**config.mk**
```make
export PLATFORM = sky130hd
export DESIGN_NAME = sync_fifo
export DESIGN_NICKNAME = d
export VERILOG_FILES = /design/src/rtl/sync_fifo.sv
export SDC_FILE = /design/constraint.sdc
export NUM_CORES = 1
export LEC_CHECK = 0
export CORE_ASPECT_RATIO = 1.1
export CORE_MARGIN = 3
export CORE_UTILIZATION = 55
export CTS_BUF_LIST = sky130_fd_sc_hd__clkbuf_8
export DETAILED_ROUTE_END_ITERATION = 12
export GPL_TIMING_DRIVEN = 0
export MAX_ROUTING_LAYER = met4
export PLACE_DENSITY = 0.86
export SYNTH_ARGS = -nofsm -noshare
export SYNTH_HDL_FRONTEND = slang
export SYNTH_SLANG_ARGS = --single-unit
```
**constraint.sdc**
```tcl
create_clock -name clk -period 1.9 [get_ports clk]
set_input_delay 0.285 -clock clk [delete_from_list [all_inputs] [get_ports clk]]
set_output_delay 0.285 -clock clk [all_outputs]
set_load 0.05 [all_outputs]
```
**src/rtl/sync_fifo.sv**
```systemverilog
// rtl/sync_fifo.sv - single-clock FIFO with standard or first-word-fall-through read port
module sync_fifo #(
    parameter int Data_width = 8,
    parameter int Addr_width = 5,
    parameter int FWFT       = 0,
    parameter int AF_level   = (1 << Addr_width) - 4,
    parameter int AE_level   = 4
) (
    input  logic                  clk,
    input  logic                  rst,
    input  logic                  Wr_enable,
    input  logic [Data_width-1:0] data_in,
    input  logic                  Read_enable,
    input  logic                  err_clr,
    output logic [Data_width-1:0] data_out,
    output logic                  data_valid,
    output logic                  Full,
    output logic                  Empty,
    output logic                  Almost_full,
    output logic                  Almost_empty,
    output logic [Addr_width:0]   count,
    output logic                  overflow,
    output logic                  underflow
);
    localparam int DEPTH = 1 << Addr_width;
    localparam logic [Addr_width:0] AF_CNT = AF_level[Addr_width:0];
    localparam logic [Addr_width:0] AE_CNT = AE_level[Addr_width:0];

    logic [Data_width-1:0] mem [DEPTH];

    logic [Addr_width:0] wr_ptr_q, wr_ptr_d;
    logic [Addr_width:0] rd_ptr_q, rd_ptr_d;
    logic [Addr_width:0] count_q, count_d;
    logic                full_q, full_d;
    logic                empty_q, empty_d;
    logic                afull_q, afull_d;
    logic                aempty_q, aempty_d;
    logic                ovf_q, ovf_d;
    logic                unf_q, unf_d;
    logic                wr_accept;
    logic                rd_accept;

    assign wr_accept = Wr_enable && !full_q;
    assign rd_accept = Read_enable && !empty_q;

    always_comb begin
        wr_ptr_d = wr_ptr_q;
        rd_ptr_d = rd_ptr_q;
        count_d  = count_q;
        if (wr_accept) begin
            wr_ptr_d = wr_ptr_q + 1'b1;
        end
        if (rd_accept) begin
            rd_ptr_d = rd_ptr_q + 1'b1;
        end
        if (wr_accept && !rd_accept) begin
            count_d = count_q + 1'b1;
        end else if (rd_accept && !wr_accept) begin
            count_d = count_q - 1'b1;
        end
        // Equal low bits with differing MSBs means the writer lapped the reader
        full_d   = (wr_ptr_d[Addr_width] != rd_ptr_d[Addr_width]) &&
                   (wr_ptr_d[Addr_width-1:0] == rd_ptr_d[Addr_width-1:0]);
        empty_d  = (wr_ptr_d == rd_ptr_d);
        afull_d  = (count_d >= AF_CNT);
        aempty_d = (count_d <= AE_CNT);
        ovf_d    = (Wr_enable && full_q) ? 1'b1 : (err_clr ? 1'b0 : ovf_q);
        unf_d    = (Read_enable && empty_q) ? 1'b1 : (err_clr ? 1'b0 : unf_q);
    end

    always_ff @(posedge clk or negedge rst) begin
        if (!rst) begin
            wr_ptr_q <= '0;
            rd_ptr_q <= '0;
            count_q  <= '0;
            full_q   <= 1'b0;
            empty_q  <= 1'b1;
            afull_q  <= 1'b0;
            aempty_q <= 1'b1;
            ovf_q    <= 1'b0;
            unf_q    <= 1'b0;
        end else begin
            wr_ptr_q <= wr_ptr_d;
            rd_ptr_q <= rd_ptr_d;
            count_q  <= count_d;
            full_q   <= full_d;
            empty_q  <= empty_d;
            afull_q  <= afull_d;
            aempty_q <= aempty_d;
            ovf_q    <= ovf_d;
            unf_q    <= unf_d;
        end
    end

    // Storage is not reset; reset only discards it by clearing the pointers
    always_ff @(posedge clk) begin
        if (wr_accept) begin
            mem[wr_ptr_q[Addr_width-1:0]] <= data_in;
        end
    end

    generate
        if (FWFT != 0) begin : g_fwft
            assign data_out   = empty_q ? '0 : mem[rd_ptr_q[Addr_width-1:0]];
            assign data_valid = !empty_q;
        end else begin : g_std
            logic [Data_width-1:0] dout_q, dout_d;
            logic                  dv_q, dv_d;

            always_comb begin
                dout_d = dout_q;
                if (rd_accept) begin
                    dout_d = mem[rd_ptr_q[Addr_width-1:0]];
                end
                dv_d = rd_accept;
            end

            always_ff @(posedge clk or negedge rst) begin
                if (!rst) begin
                    dout_q <= '0;
                    dv_q   <= 1'b0;
                end else begin
                    dout_q <= dout_d;
                    dv_q   <= dv_d;
                end
            end

            assign data_out   = dout_q;
            assign data_valid = dv_q;
        end
    endgenerate

    assign Full         = full_q;
    assign Empty        = empty_q;
    assign Almost_full  = afull_q;
    assign Almost_empty = aempty_q;
    assign count        = count_q;
    assign overflow     = ovf_q;
    assign underflow    = unf_q;
endmodule

```
# --- After elaboration in Yosys (flattened, before gate mapping) ---
# Memory sizes are Yosys's and may differ from the RTL's. A register that Yosys moved wholly into a read port is not among the register bits.
# Index checks and enable logic that the tools add are counted.
totals:
  reg_bits: 25
  rom_bits: 0
  mem_bits_rw: 256
  memories: 1
  inputBits: 13
  latchBits: 0
classes:
  n_shift: 0
  n_eq_ne: 3
  n_reduce_logical: 14
  n_lt_le_gt_ge: 2
  add_sub_neg: 4
  n_div: 0
  n_mux: 9
  multipliers: 0
  bitwise_logic: 0
mem_list:
  columns: ["memory", "depth", "word_bits", "rd", "rd_clocked_by_memory_dff", "wr", "line_no", "text"]
  rows:
  - ["mem", 32, 8, 1, 1, 1, "29", "logic [Data_width-1:0] mem [DEPTH];"]
op_table:
  columns: ["operator", "n"]
  rows:
  - ["$mux W6", 4]
  - ["$add A6 B1 Y6 const B", 3]
  - ["$logic_and A1 B1 Y1", 7]
  - ["$eq A6 B6 Y1", 1]
  - ["$ge A6 B5 Y1 const B", 1]
  - ["$le A6 B3 Y1 const B", 1]
  - ["$sub A6 B1 Y6 const B", 1]
  - ["$eq A5 B5 Y1", 1]
  - ["$logic_not A1 Y1", 5]
  - ["$mux W1", 5]
  - ["$reduce_bool A2 Y1", 2]
  - ["$ne A1 B1 Y1", 1]

# --- Logic depth before layout (Yosys ltp) ---
# Gate-level depths: netlist of run 1.
logic_depth:
  depth_word: 7
  ltp_mapped: 9
  depth_no_buf: 6

# --- Worst setup path after synthesis of run 1 ---
# Ideal clock, no wire load.
synth_path:
  path_kind: "register to register"
  from: "register full_q, in the netlist Full"
  to: "memory mem[23][0] (enable)"
  stages_incl_launch_ff: 5
  t_arrival_ps: 1707
  path_slack_ps: -193
  cell_sequence: "dfrtp_1 nor2b_1 buf_4 nand3_1 nor3b_1"
synth_via:
  elab_chain_cells: 4
synth_rtl:
  columns: ["item", "line_no", "text"]
  rows:
  - ["from (decl)", "34", "logic full_q, full_d;"]
  - ["from (signal assigned)", "86", "full_q <= full_d;"]
  - ["$logic_not A1 Y1", "43", "assign wr_accept = Wr_enable && !full_q;"]
  - ["$logic_and A1 B1 Y1", "43", null]
  - ["$mux W1", "97", "if (wr_accept) begin"]
  - ["$mux W1 (implied by the code)", "98", "mem[wr_ptr_q[Addr_width-1:0]] <= data_in;"]
  - ["to (decl)", "29", null]
# Every way passes these cells.

# --- Worst setup path after layout of run 1 ---
layout_path:
  from: "register rd_ptr_q[0]"
  to: "register empty_q, in the netlist Empty"
layout_via:
  elab_chain_cells: 3
layout_rtl:
  columns: ["item", "line_no", "text"]
  rows:
  - ["from (decl)", "32", "logic [Addr_width:0] rd_ptr_q, rd_ptr_d;"]
  - ["from (signal assigned)", "84", "rd_ptr_q <= rd_ptr_d;"]
  - ["$add A6 B1 Y6", "54", "rd_ptr_d = rd_ptr_q + 1'b1;"]
  - ["$mux W6 (*)", "53", "if (rd_accept) begin"]
  - ["$eq A6 B6 Y1 (*)", "64", "empty_d = (wr_ptr_d == rd_ptr_d);"]
  - ["named net empty_d", "35", "logic empty_q, empty_d;"]
  - ["to (signal assigned)", "87", "empty_q <= empty_d;"]
  - ["to (decl)", "35", null]
# Mark *: on every way through the listed nets, which the timed path passes. The rest lies on a longest branch.
# A chain may end at the register's enable or synchronous reset.

==> results.ini, run 1 <==
[logic_synthesis]
ys_seq_area_share_pct=71.30
synth_edf_count=256
ys_types=61
syn_area_um2=11940
synthTopCellsByArea=edfxtp_1 64%, dfrtp_1 6.5%, mux2i_1 6.0%
synth_area_per_cell_um2=17.61
async_flop_share_pct=11.42
synth_ff_type=edfxtp_1
synth_nets=698
synthCells=678
yosys.area.top_type_share_pct=64.37
synth.ff_latch_count=289
yosys_warnings=0
synth_area_leader_cell=edfxtp_1

[worst_setup_path]
critical_path_required_ns=2.37
r2r-start=rd_ptr_q[0]$_DFF_PN0_
critPathArrivalTime_ns=2.60
cp_num_buf_inv=5
cp-start-kind=flop
reg2reg_slack_ns=-0.23
rr_worst_depth=9
slowest_delay_ns=0.41
critical_path_class=reg -> reg
cp_slowest_cell=dfrtp_1
worst_path_most_repeated_cell=buf_12
worst_r2r_endpoint=Empty$_DFF_PN1_
crit_family=buffers and inverters
endpoint_kind=flop
cp_max_fo=9
path_cells=buf_12, buf_12, buf_12, buf_12, buf_4, xnor2_1, xnor2_1, o2111ai_2, nor3b_2

[power]
intPower_mw=14.34
combinationalPowerShare_pct=44.2
seqPwrFrac_pct=35.4
peakVddDrop_mv=0.6302
swShare_pct=37.12
power_density_nw_per_um2=1564
finalPower_mw=22.80
switchingPower_mw=8.464
p_leak_nw=5.052
p_clk_share_pct=20.4

[min_path]
holdPathEnd=overflow$_DFFE_PN0P_
hp-start=err_clr
hp-class=in -> reg
min_path_cells=2

[floorplanning]
floorplan.initialDensity_pct=57.09
core_area_um2=20920
die-area_um2=23520
die_w_um=146.5
die_y_um=160.6
ios=34
rows=55

[cts]
cts_tree=done
clock_sinks=289
clk_latency_ns=0.55
path_clk_slew_ns=0.07
clock_path_buffers=3
cts-root-buf=clkbuf_8
cts.htree.levels=2
cts_inserted_buffers=43

[cells_and_area]
n_antenna_cell=0
drive_above_1_share_pct=34.65
layout_commonest_cell=edfxtp_1
nets=800
areaGrowthSynthToFinish_pct=22.07
fin_util_pct=69.69
layout_common_cells=256 x edfxtp_1, 48 x mux2i_1, 47 x clkbuf_8

[global_route]
grt_pass1_vias=7046
grt_pass1_wl_mm=43.35
grt.overflow.total=0
grt_max_degree=34
antenna_found_initial=0
grtUsageTotal_pct=25.32

[placement]
gp_congestion=0.9159
hpwlAfterDp_mm=16.51
place_ws_ns=-0.8247
io_buffers=33

[timing]
finalHoldViolCount=0
final.setup.worst_slack_ns=-0.2290
maxSlewViolCount=0
max_slew_margin_pct=6.938
setup_viol_count_final=10
rsz0062_at_grt=yes
max_freq_ghz=0.4697
tightest_slew_ns=1.392
whs_ns=0.3360
period_minus_slack_ns=2.129
post-route-period-util_pct=112.1
clock_skew_ns=0.01945

[routing]
wl_per_cell_um=27.29
wl_mm=29.91
via_per_inst=6.288
dr.pass1.iters=5
postRouteAntennaNets=0
vias=6892
drtIter0Drc=777
drc=0

[status]
status=finished with violations
violations=setup timing

[flow_run]
maxCapViolations=0

[Yosys cell counts (all sizes together) (7+ instances only)]
master,instances
inv,7
nor3,14
a2111oi,9
buf,28
a21o,8
dfrtp,31
o22ai,24
a211oi,8
mux4,32
ha,7
o311ai,8
a21oi,9
nor2,43
or3,10
xnor2,17
nor2b,18
edfxtp,256
clkbuf,7
mux2i,72
nand2,19
[metal layers]
metal  routed length [µm]  part of all wire [%]  vias up  track usage, %
li1                     -                     -     2881               -
met5                    0                     0        -               -
met2                15800                    53      413           41.80
met3                 2417                   8.1       69           4.120
met1                10870                    36     3529           32.41
met4                  827                   2.8        0           8.725
[cells by family (layout without fill, tap and decap cells)]
family          Yosys count  count (layout)  share of synthesized area (%)
compound gates           78              78                          5.071
xor+xnor                 20              20                          1.655
fa+ha+maj                 7               7                         0.7333
buf+inv                  44             177                          3.059
flops                   289             289                          71.30
mux                     107             107                          12.35
simple gates            133             133                          5.825
[layout make-up]
cell class                 count  area (µm²)
buffer                        36       406.6
clock buffer                  47       646.9
sequential                   289        8517
tap                          285       356.6
timing repair buffer          58       639.4
clock inverter                29       137.6
fill                        1287        6341
multi-input combinational    345        3846
inverter                       7       28.78
[how the worst max path moves through the flow]
stage | start | to | cells after the start
5_1_grt | rd_ptr_q[0]$_DFF_PN0_ | data_out[1]$_DFFE_PN0P_ | 9
3_5_place_dp | Wr_enable | mem[0][0]$_DFFE_PP_ | 5
2_1_floorplan | count[1]$_DFF_PN0_ | Almost_empty$_DFF_PN1_ | 5
3_3_place_gp | Wr_enable | mem[21][7]$_DFFE_PP_ | 5
4_1_cts | rd_ptr_q[0]$_DFF_PN0_ | data_out[0]$_DFFE_PN0P_ | 7
6_report | rd_ptr_q[0]$_DFF_PN0_ | Empty$_DFF_PN1_ | 9
[state kept, by name, summed over array words and instances (netlist names), 6 cells and up]
signal	flops
count	6
rd_ptr_q	6
wr_ptr_q	6
mem	256
data_out	8
[repair_timing]
item                       in CTS  in global routing
pin swaps                      30                 27
hold buffers                    1                  0
hold endpoints to repair       31                  0
cloned                          3                  0
resized for setup             160                 61
setup buffers                  14                  9
setup endpoints to repair     272                206
[power by group through the flow]
stage	sequential (mW)	combinational (mW)	clock, mW
6_report	8.07	10.1	4.66
5_1_grt	8.12	10.5	5.00
4_1_cts	8.02	9.12	4.65
3_5_place_dp	8.14	7.54	0
3_3_place_gp	8.09	7.34	0
2_1_floorplan	8.67	4.91	0
[per-stage QoR]
step | cells | setup TNS (ns) | cell area (µm²)
detailed placement | 996 | -220.42 | 12650
floorplan | 678 | 0 | 11970
CTS | 1089 | -1.178 | 14270
global placement | 996 | -173.44 | 12660
global route | 1096 | -2.072 | 14580
finish | 1096 | -1.616 | 14580
(Power assumes the default switching activity.)
==> inputs of run 2 (changes only) <==
--- a/constraint.sdc
+++ b/constraint.sdc
@@ -3,2 +3,2 @@
 set_output_delay 0.285 -clock clk [all_outputs]
-set_load 0.05 [all_outputs]
+set_load 0.005 [all_outputs]
==> results.ini, run 2 (synthesis gave the netlist of run 1 again) <==
[cts]
cts.htree.levels=2
clk_latency_ns=0.56
clock_path_buffers=3
path_clk_slew_ns=0.06
cts_tree=done
cts-root-buf=clkbuf_8
cts_inserted_buffers=46
clock_sinks=289

[cells_and_area]
stdcell_count=1110
drive_above_1_share_pct=33.21
fin_util_pct=70.56
post-route-cell-area_um2=14760
layout_common_cells=256 x edfxtp_1, 58 x mux2i_1, 48 x clkbuf_8
largest_reg_flops=256
layout_commonest_cell=edfxtp_1
n_antenna_cell=0
nets=814
areaGrowthSynthToFinish_pct=23.59

[placement]
gp_congestion=0.9009
place_ws_ns=-0.8759
dp.cells=996
post_dp_cell_area_um2=12620
io_buffers=33
hpwlAfterDp_mm=16.78

[global_route]
grt_pass1_wl_mm=42.27
grt_pass1_vias=7037
grtUsageTotal_pct=24.73
grt_max_degree=34
grt.overflow.total=0
antenna_found_initial=0

[worst_setup_path]
endpoint_kind=flop
slowest_delay_ns=0.42
rr_worst_depth=8
cp_slowest_cell=dfrtp_1
worst_path_most_repeated_cell=buf_12
path_cells=buf_12, buf_12, buf_12, buf_8, mux2i_1, o311ai_0, or3_1, a21o_1
cp_max_fo=7
critical_path_class=reg -> reg
critPathArrivalTime_ns=2.58
critical_path_required_ns=2.35
r2r-start=rd_ptr_q[0]$_DFF_PN0_
cp-start-kind=flop
startpoint=rd_ptr_q[0]$_DFF_PN0_

[status]
violations=setup timing
status=finished with violations

[min_path]
min_path_cells=2
hp-start=err_clr
hp-class=in -> reg

[routing]
vias=6972
wl_per_cell_um=27.39
wl_mm=30.40
postRouteAntennaNets=0
via_per_inst=6.281
drc=0
dr.pass1.iters=6
drtIter0Drc=837

[timing]
clock_skew_ns=0.02178
period_minus_slack_ns=2.130
tightest_slew_ns=1.405
setup_viol_count_final=105
max_slew_margin_pct=6.053
final.setup.worst_slack_ns=-0.2299
maxSlewViolCount=0
finalHoldViolCount=0
rsz0062_at_grt=yes
post-route-period-util_pct=112.1
max_freq_ghz=0.4695

[flow_run]
maxCapViolations=0

[power]
finalPower_mw=22.44
p_leak_nw=5.109
peakVddDrop_mv=0.7722
power_density_nw_per_um2=1520

[floorplanning]
ios=34
floorplan.initialDensity_pct=57.09
die-area_um2=23520
core_area_um2=20920
die_y_um=160.6
rows=55
die_w_um=146.5

==> run 2: metrics by stage <==
| stage | hold WS [ns] | TNS (ns) |
|---|---|---|
| floorplan | -0.01059 | 0 |
| global placement | 0.4673 | -174.93 |
| detailed placement | 0.3894 | -224.55 |
| CTS | 0.3102 | -1.929 |
| global route | 0.3405 | -13.89 |
| finish | 0.3189 | -8.244 |
==> run 2: timing repair <==
action | in CTS | in global routing
hold buffers | 1 | 0
pin swaps | 25 | 35
cloned | 2 | 1
gates resized for setup | 137 | 50
buffers inserted | 11 | 22
endpoints found under the hold margin | 31 | 0
endpoints found under the setup margin | 252 | 243
==> run 2: area by class of cell <==
class | count | area (µm²)
Clock buffer | 48 | 660.6
Fill cell | 1233 | 6160
Inverter | 7 | 28.78
Multi-Input combinational cell | 345 | 3780
Clock inverter | 31 | 176.4
Timing Repair Buffer | 69 | 832.0
Sequential cell | 289 | 8517
Tap cell | 285 | 356.6
Buffer | 36 | 409.1
==> run 2: power by group <==
| group | switching (mW) | internal [mW] | total (mW) |
|---|---|---|---|
| clock network | 2.33 | 2.59 | 4.92 |
| registers | 0.480 | 7.62 | 8.10 |
| logic | 5.03 | 4.39 | 9.42 |
| total | 7.83 | 14.6 | 22.4 |
==> run 2: critical path, delay by kind of cell (launching register included) <==
| kind | cells | cell delay (ns) |
|---|---|---|
| AO/OA/AOI/OAI | 2 | 0.35 |
| buffers and inverters | 4 | 0.59 |
| flip-flops | 1 | 0.42 |
| multiplexers | 1 | 0.26 |
| AND/OR/NAND/NOR | 1 | 0.40 |
==> run 2: path summary, 6_finish.rpt <==
path                                      endpoint  slack [ns]
setup / recovery           data_out[6]$_DFFE_PN0P_       -0.23
hold / removal                overflow$_DFFE_PN0P_        0.32
setup reg to reg           data_out[6]$_DFFE_PN0P_       -0.23
hold reg to reg              wr_ptr_q[5]$_DFF_PN0_        0.50
max in group asynchronous    wr_ptr_q[0]$_DFF_PN0_        1.03
min in group asynchronous       count[1]$_DFF_PN0_        0.34
==> run 2: layer usage <==
| metal | vias up | GRT usage [%] | share of wire (%) |
|---|---|---|---|
| li1 | 2917 | - | - |
| met1 | 3553 | 31.29 | 36 |
| met2 | 405 | 41.21 | 52 |
| met5 | - | - | 0 |
| met4 | 0 | 8.554 | 3.9 |
| met3 | 97 | 3.950 | 7.6 |
==> inputs of run 3 (changes only) <==
Settings changed: CORE_UTILIZATION 55 to 58, PLACE_DENSITY 0.86 to 0.9.
==> results.ini, run 3 (synthesis gave the netlist of run 1 again) <==
[worst_setup_path]
critical_path_required_ns=2.35
endpoint_kind=flop
slowest_delay_ns=0.43
critical_path_class=reg -> reg
cp_slowest_cell=dfrtp_2
critPathArrivalTime_ns=2.69
crit_family=buffers and inverters
cp_max_fo=10
cp-start-kind=flop
path_cells=buf_12, buf_12, buf_12, buf_12, mux2i_2, o22ai_1, nor3_2, a211oi_2, a21o_1
worst_path_most_repeated_cell=buf_12
cp_num_buf_inv=4

[global_route]
grt_max_degree=34
grtUsageTotal_pct=25.22
grt_pass1_vias=6918
grt_pass1_wl_mm=40.48
grt.overflow.total=0
antenna_found_initial=0

[timing]
clock_skew_ns=0.02373
post-route-period-util_pct=117.5
setup_viol_count_final=11
finalHoldViolCount=0
rsz0062_at_grt=yes
max_freq_ghz=0.4478
period_minus_slack_ns=2.233
whs_ns=0.3374
final.setup.worst_slack_ns=-0.3331
max_slew_margin_pct=5.172
tightest_slew_ns=1.418
maxSlewViolCount=0

[cts]
cts_tree=done
cts_inserted_buffers=43
clock_path_buffers=3
path_clk_slew_ns=0.07
cts-root-buf=clkbuf_8
clk_latency_ns=0.57
clock_sinks=289
cts.htree.levels=2

[floorplanning]
die_y_um=156.5
die-area_um2=22350
ios=34
floorplan.initialDensity_pct=59.72
core_area_um2=20000
die_w_um=142.8
rows=54

[cells_and_area]
post-route-cell-area_um2=14550
layout_common_cells=256 x edfxtp_1, 56 x mux2i_1, 45 x clkbuf_8
n_fill_cell=1019
layout_commonest_cell=edfxtp_1
n_antenna_cell=0
areaGrowthSynthToFinish_pct=21.81
largest_reg_flops=256
nets=807
drive_above_1_share_pct=33.62

[placement]
hpwlAfterDp_mm=16.61
gp_congestion=0.9544
io_buffers=33
post_dp_cell_area_um2=12590

[routing]
vias=6968
drtIter0Drc=895
dr.pass1.iters=5
drc=0
wl_per_cell_um=28.06
wl_mm=30.11
via_per_inst=6.494
postRouteAntennaNets=0

[status]
status=finished with violations
violations=setup timing

[min_path]
hp-class=in -> async

[power]
intPower_mw=14.32
finalPower_mw=22.18
peakVddDrop_mv=0.6223
p_clk_share_pct=22.1
combinationalPowerShare_pct=41.3
power_density_nw_per_um2=1524
seqPwrFrac_pct=36.6
switchingPower_mw=7.858
p_leak_nw=5.014
swShare_pct=35.43

[flow_run]
maxCapViolations=0

-- run 3: final cells by class --
class                           instances  area (µm²)  share of cell area, %
Tap cell                              252       315.3                  2.167
Clock inverter                         34       201.4                  1.385
Sequential cell                       289        8518                  58.55
Timing Repair Buffer                   65       769.5                  5.289
Clock buffer                           45       619.3                  4.257
Inverter                                7       28.78                 0.1978
Buffer                                 36       394.1                  2.709
Multi-Input combinational cell        345        3701                  25.44
-- run 3: worst reg2reg max path: stages, from the launching register on --
cell	delay, ns
dfrtp_2	0.43
buf_12	0.16
buf_12	0.16
buf_12	0.13
buf_12	0.14
mux2i_2	0.25
o22ai_1	0.17
nor3_2	0.37
a211oi_2	0.13
a21o_1	0.20
-- run 3: power by group through the flow --
stage	clock (mW)	sequential [mW]	combinational, mW
global route	5.21	8.17	9.50
CTS	4.86	8.02	7.47
floorplan	0	8.04	4.87
detailed placement	0	8.14	6.86
global placement	0	8.08	6.61
finish	4.89	8.12	9.16
-- run 3: worst paths after layout --
kind | from | end | slack (ns) | cells past startpoint
hold reg to reg | wr_ptr_q[5]$_DFF_PN0_ | wr_ptr_q[5]$_DFF_PN0_ | 0.51 | 1
setup reg to reg | rd_ptr_q[0]$_DFF_PN0_ | data_out[6]$_DFFE_PN0P_ | -0.33 | 9
max in group asynchronous | rst | rd_ptr_q[0]$_DFF_PN0_ | 1.00 | 2
setup / recovery | rd_ptr_q[0]$_DFF_PN0_ | data_out[6]$_DFFE_PN0P_ | -0.33 | 9
min in group clk | data_in[6] | mem[9][6]$_DFFE_PP_ | 0.36 | 1
hold / removal | rst | count[0]$_DFF_PN0_ | 0.34 | 2
-- run 3: through the flow --
step                      cells  setup TNS (ns)  util [%]  setup slack, ns
after floorplan             678               0         -          0.04398
after global routing       1073          -2.542     72.74          -0.3667
after detailed placement    963         -223.58     62.94          -0.9540
final                      1073          -1.852     72.74          -0.3331
after global placement      963         -161.20     62.94          -0.8353
after CTS                  1045          -4.257     68.74          -0.2057
-- run 3: timing repair --
action                                  4_1_cts  5_1_grt
hold endpoints to repair                      0       31
hold buffers                                  0        1
cloned                                        0        3
buffers inserted                              4       21
resized for setup                            81       91
endpoints found under the setup margin      252      234
pin swaps                                     5       32
-- run 3: layer usage --
metal,track usage (%),routed length (µm)
met1,31.73,10930
met2,40.09,15490
met5,-,0
met4,11.14,1124
met3,5.165,2567
